===== src/rtl/dmem_arbiter.sv =====
// dmem_arbiter: two-port req/ack arbiter and sequencer for a single-port synchronous data memory.
// Define DMEM_ARB_RR_EN for round-robin tie-breaking; otherwise port 0 wins ties.
module dmem_arbiter #(
    parameter int ADDR_W = 32,
    parameter int DATA_W = 32,
    parameter int LAT    = 1
) (
    input  logic              clk,
    input  logic              rst_n,
    input  logic              req0,
    input  logic              we0,
    input  logic [ADDR_W-1:0] addr0,
    input  logic [DATA_W-1:0] wdata0,
    output logic              ack0,
    output logic [DATA_W-1:0] rdata0,
    input  logic              req1,
    input  logic              we1,
    input  logic [ADDR_W-1:0] addr1,
    input  logic [DATA_W-1:0] wdata1,
    output logic              ack1,
    output logic [DATA_W-1:0] rdata1,
    output logic [ADDR_W-1:0] mem_addr,
    output logic [DATA_W-1:0] mem_wdata,
    output logic              mem_read,
    output logic              mem_write,
    input  logic [DATA_W-1:0] mem_rdata,
    output logic              busy,
    output logic              grant
);
    typedef enum logic [1:0] {IDLE, ACCESS, WAIT, RESP} state_t;
    localparam logic [3:0] CNT_INIT = (LAT > 1) ? 4'(LAT - 2) : 4'd0;

    state_t            state_q, state_d;
    logic              we_q, we_d, grant_q, grant_d, win, tie;
    logic [ADDR_W-1:0] addr_q, addr_d;
    logic [DATA_W-1:0] wdata_q, wdata_d;
    logic [3:0]        cnt_q, cnt_d;

`ifdef DMEM_ARB_RR_EN
    logic ptr_q;
    assign tie = ~ptr_q;
    always_ff @(posedge clk or negedge rst_n)
        if (!rst_n) ptr_q <= 1'b1;
        else if (state_q == IDLE && (req0 || req1)) ptr_q <= win;
`else
    assign tie = 1'b0;
`endif
    assign win = (req0 && req1) ? tie : req1;

    always_comb begin
        state_d = state_q;
        we_d    = we_q;
        grant_d = grant_q;
        addr_d  = addr_q;
        wdata_d = wdata_q;
        cnt_d   = cnt_q;
        case (state_q)
            IDLE: if (req0 || req1) begin
                grant_d = win;
                we_d    = win ? we1 : we0;
                addr_d  = win ? addr1 : addr0;
                wdata_d = win ? wdata1 : wdata0;
                state_d = ACCESS;
            end
            ACCESS: begin
                state_d = (LAT == 1) ? RESP : WAIT;
                cnt_d   = CNT_INIT;
            end
            WAIT: begin
                state_d = (cnt_q == 4'd0) ? RESP : WAIT;
                cnt_d   = (cnt_q == 4'd0) ? cnt_q : cnt_q - 4'd1;
            end
            default: state_d = IDLE;
        endcase
    end

    always_ff @(posedge clk or negedge rst_n)
        if (!rst_n) begin
            state_q <= IDLE;
            we_q    <= 1'b0;
            grant_q <= 1'b0;
            addr_q  <= '0;
            wdata_q <= '0;
            cnt_q   <= 4'd0;
        end else begin
            state_q <= state_d;
            we_q    <= we_d;
            grant_q <= grant_d;
            addr_q  <= addr_d;
            wdata_q <= wdata_d;
            cnt_q   <= cnt_d;
        end

    // Address/data stay on the latched values outside ACCESS; the strobes gate them.
    assign busy      = state_q != IDLE;
    assign grant     = grant_q;
    assign mem_read  = state_q == ACCESS && !we_q;
    assign mem_write = state_q == ACCESS && we_q;
    assign mem_addr  = addr_q;
    assign mem_wdata = wdata_q;
    assign ack0      = state_q == RESP && !grant_q;
    assign ack1      = state_q == RESP && grant_q;
    assign rdata0    = (ack0 && !we_q) ? mem_rdata : '0;
    assign rdata1    = (ack1 && !we_q) ? mem_rdata : '0;
endmodule

===== config.mk =====
export PLATFORM = sky130hd
export DESIGN_NAME = dmem_arbiter
export DESIGN_NICKNAME = d
export VERILOG_FILES = /design/src/rtl/dmem_arbiter.sv
export SDC_FILE = /design/constraint.sdc
export NUM_CORES = 1
export LEC_CHECK = 0
export ABC_CLOCK_PERIOD_IN_PS = 1500
export BUFFER_PORTS_ARGS = -buffer_cell sky130_fd_sc_hd__clkbuf_2
export CAP_MARGIN = 20
export CORE_AREA = 2 2 115 117
export DETAILED_ROUTE_END_ITERATION = 8
export DIE_AREA = 0 0 117 119
export HOLD_SLACK_MARGIN = 0.1
export PLACE_DENSITY = 0.68
export SETUP_SLACK_MARGIN = 0.05
export SYNTH_ARGS = -nofsm -noshare
export SYNTH_HDL_FRONTEND = slang
export SYNTH_SLANG_ARGS = --single-unit

===== constraint.sdc =====
create_clock -name clk -period 1.5 [get_ports clk]
set_clock_uncertainty 0.2 [all_clocks]
set_input_delay 0.15 -clock clk [delete_from_list [all_inputs] [get_ports clk]]
set_output_delay 0.15 -clock clk [all_outputs]
set_load 0.005 [all_outputs]

== After elaboration in Yosys (flattened, before gate mapping) ==
Cells that the tools add are included.
Storage, ports and cells
  flip-flop bits (word level): 72
Cells by class
  equal/unequal tests: 5
  reduce and logical (&&, ||, !) cells: 16
  add/subtract/negate cells: 1
  mux-type cells: 11
Operators with widths (count)
  $mux 32: 4
  $pmux 4 s2: 1
  $logic_and 1x1->1: 7
  $pmux 2 s3: 1
  $eq 2x2->1 const B: 2
  $logic_not 4->1: 1
  $mux 4: 1
  $ne 2x2->1 const B: 2
  $reduce_and 2->1: 2
  $reduce_bool 2->1: 2
  $sub 4x1->4 const B: 1
  $mux 1: 3
  $eq 2x1->1 const B: 1
  $logic_not 1->1: 2
  $logic_not 2->1: 1
  $mux 2: 1
  $logic_or 1x1->1: 1

== Logic depth before layout (Yosys ltp) ==
  word-level depth: 4
  mapped depth: 7
  mapped depth without buffers: 5

== Worst setup path before layout ==
No wires, ideal clock.
  path kind: register -> register
  start: register state_q[0]
  end: register state_q[0]
  path buffers: 0
  clock period less this slack: 1609 ps
  library setup time: 94 ps
  required time: 1206 ps
  arrival time: 1315 ps
  cell stages (with the launch flop): 5
  setup slack: -109 ps
  cells stage by stage: dfrtp_1 > inv_1 > ha_1 > or3b_4 > a211oi_1
On the way
  longest elaborated chain between the ends: 2
RTL lines
  start: declaration: line 33  | state_t state_q, state_d;
  start signal: assignment: line 86  | state_q <= state_d;
  $eq 2x2->1, or another cell as far along: line 57  | case (state_q)
  $pmux 2 s3 or $ne 2x2->1 (tied branches)
Parallel ways exist; a longest one is shown, timed or not.
A chain may end at the register's enable or synchronous reset.

== Worst setup path after layout ==
  start: register state_q[0]
  end: output port rdata0[19]
On the way
  longest elaborated chain between the ends: 4
RTL lines
  $eq 2x2->1: line 101  | assign ack0 = state_q == RESP && !grant_q;
  $logic_and 1x1->1: line 101
  $logic_and 1x1->1: line 103  | assign rdata0 = (ack0 && !we_q) ? mem_rdata : '0;
  $mux 32: line 103
  end: declaration: line 15  | output logic [DATA_W-1:0] rdata0,
No other way between the ends.

==> impl_results.md <==
* Max cap viols at 0
* Global route overflow at 0
* Post-route ant nets at 0
* Hold Path Class: input pin to register
* Sequential element share of the synthesized area at between 40% and 50%
* CTS buffer count at 9
* CTS tree: yes
* Power Density at roughly 1500 mW/mm²
* Int Power at between 8000 and 9000 µW
* Final setup viols at 138
* Clk Latency, worst-skew pair at about 0.33 ns
* Reg2reg path depth at 9
* #FFs+latches synth at just over 70
* Flop pwr share at 26.0%
* Compound-Gate Fraction of Synth Area at 10.0%
* First-pass DRT Iterations at 4
* Reg clk slew, reported paths at about 0.05 ns
* Min-Delay Startpoint: req1
* Library cells used by synthesis at 30
* Worst Max-Slew Pin Slew at slightly below 0.4 ns
* First-pass GRT wire length at 26.6 mm
* Crit Path Category: register to output pin
* FF-to-FF End: mem_wdata[8]
* Fin crit share at 137%
* Min-Delay Path Depth at 4
* Static Leak at between 0.004 and 0.005 µW
* Initial Util at a little under a third
* Period minus WS final at around 2.1 ns
* Synth Cell Area at 0.00396 mm²
* Post-DR vias/cell at slightly below 5
* TritonCTS Sinks at 72
* Peak supply drop at 0.000724 V
* DP HPWL at roughly 9.7 mm
* Routability Congestion at 0.775
* Synthesized instance count at around 400
* Total Nets Final at 1,056
* Post-synth top area share at a little under half
* RSZ-0062 raised after global routing: true
* Placed Area at about 0.0058 mm²
* Fmax at 0.486 GHz
* Leading area contributor after synthesis: dfrtp_1
* Pre-CTS WS at -0.215 ns
* Num rows at 42
* Area delta synth->final at 122%
* Logic pwr share at between 50 and 60%
* Post-Synth Adder-Cell Area at under 10%
* P_sw at roughly 4600 µW
* CTS H-tree depth at 3
* Clk buf depth at 2
* Die Ht at 119 µm
* Routed len/inst at roughly 18 µm
* Synth area leaders: dfrtp_1 (45%), mux2i_1 (17%), and2_1 (10%), nand2_1 (6.3%), o21ai_1 (6.3%)
* Worst setup margin at -0.557 ns
* Max FO, Critical Path at 8
* Share of cells above drive strength 1 at roughly 56%
* Total wire length at a little under 20 mm
* Main combinational cell family by area after synthesis: simple AND/OR/NAND/NOR gates
* 1st-iter DRT viols at about 230
* Mean Syn Cell Area at between 9 and 10 µm²
* WP data arrival at roughly 1.7 ns
* CP required at between 1 and 1.5 ns
* Clock power share at 15.9%
* I/O Buffers at about 300
* Headroom to the max-slew limit at approximately three quarters
* Status: finished with violations
* Total track usage at roughly a quarter
* Hold Path End: grant
* DR vias at about 5,000
* Syn_nets at approximately 570
* Async set or reset register ratio after synthesis at between 90% and 100%
* Initial antenna violation count at 1
* Die Wd at about 120 µm
* Sw Share at approximately a third
* Top FF cell, synth: dfrtp_1
* Post-synthesis xor/xnor area fraction at 0.221%
* Max-slew violation count at 0
* Post-layout util at approximately 68%
* Post-Route Setup TNS at -53.62 ns
* Fin. Hold Viols at 0
* Post-synthesis mux area share at ~17%
* Clock Tree Root: clkbuf_16
* Core area at between 0.01 and 0.015 mm²
* YS warnings at 0
* Worst Setup End Kind: output pin
* Reg2reg setup slack at -0.33 ns
* Violated checks: negative setup slack
* EDFF count, synth at 0
* Critical path launch point: state_q[0]
* Simple-gate portion of the synthesized area at between 10% and 20%
* Number of global-route vias before repair at about 5,200
* Drt drc at 0
* Largest net degree at the start of global routing at 73
* I/O pin cnt at 300
* Reg-to-Reg Start: state_q[0]
* Final Instance Area at around 0.0088 mm²
* Worst setup SP type: register
* Die area at 0.0139 mm²
synthesized netlist by cell type (3+ instances only):
cell      instances
dfrtp_1          72
nand2_1          67
and2_1           66
mux2i_1          66
o21ai_1          50
o21ai_0          16
clkbuf_2          9
buf_2             8
buf_12            6
ha_1              6
inv_1             5
clkbuf_1          4
nor2_1            3
worst max path at each step:
| stage | endpoint | slack, ns | cells after the start |
|---|---|---|---|
| after floorplan | rdata0[10] | -0.07 | 5 |
| after global placement | rdata1[31] | -0.19 | 6 |
| after detailed placement | rdata1[31] | -0.22 | 6 |
| after CTS | rdata0[16] | -0.52 | 6 |
| after global routing | rdata0[19] | -0.62 | 6 |
| final | rdata0[19] | -0.56 | 6 |
layer usage:
metal	share of wire (%)	global-route usage [%]	vias up
li1	-	-	2324
met5	0	0	-
met1	33	25.7	2395
met4	6.6	16.9	0
met3	6.7	5.95	99
met2	53	45.1	305
critical path, cell delays in order, from the launching register on:
cell and delay, ns:
dfrtp_1 0.40, ha_2 0.21, nor2b_4 0.13, and2b_4 0.20
clkbuf_16 0.17, and2_4 0.16, buf_6 0.11
repair_timing:
item / 4_1_cts / 5_1_grt
pin swaps: 4 / 58
hold buffers: 132 / 0
endpoints found under the hold margin: 140 / 0
buffers inserted: 14 / 7
cloned: 11 / 9
setup endpoints to repair: 141 / 141
gates resized for setup: 32 / 182
power by group through the flow:
stage                     logic, µW  clock network [µW]  registers [µW]
final                          7660                2090            3430
after detailed placement       4290                   0            3370
after global routing           8230                2210            3510
after CTS                      6120                2120            3360
after global placement         4200                   0            3360
after floorplan                2220                   0            3420
placed cells by master, fill, tap and decap left out, types with 3 or more instances in the layout:
cell / instances
buf_4: 29
buf_16: 9
buf_6: 57
nand2_2: 5
dlygate4sd3_1: 132
clkinv_2: 3
clkbuf_2: 253
ha_4: 4
buf_12: 10
clkbuf_16: 16
and2_4: 50
dfrtp_1: 72
nand2_4: 3
nand2_1: 59
mux2i_1: 66
o21ai_1: 39
o21ai_2: 26
and2_1: 16
flip-flops by register name, summed over array words and instances (netlist names):
signal,flops
we_q,1
grant,1
mem_wdata,32
mem_addr,32
state_q,2
cnt_q,4
logic make-up after synthesis:
group           after synthesis
mux                          67
simple gates                147
compound gates               75
xor+xnor                      1
flops                        72
buf+inv                      33
fa+ha+maj                     6
metrics by stage:
stage          hold slack (ns)  cells  power, µW
2_1_floorplan           -0.346    401       5640
3_3_place_gp          -0.00657    877       7560
3_5_place_dp          -0.00361    877       7660
4_1_cts                  0.101   1049      11600
5_1_grt                  0.117   1065      14000
6_report                 0.114   1065      13200
cell type report:
| cell class | instances | area, µm² |
|---|---|---|
| Clock inverter | 4 | 45.0 |
| Sequential cell | 72 | 1800 |
| Timing Repair Buffer | 500 | 4150 |
| Fill cell | 886 | 4090 |
| Antenna cell | 1 | 2.50 |
| Clock buffer | 11 | 243 |
| Tap cell | 176 | 220 |
| Multi-Input combinational cell | 296 | 2300 |
| Inverter | 5 | 23.8 |
Note: power is estimated with default switching activity, not from simulation.
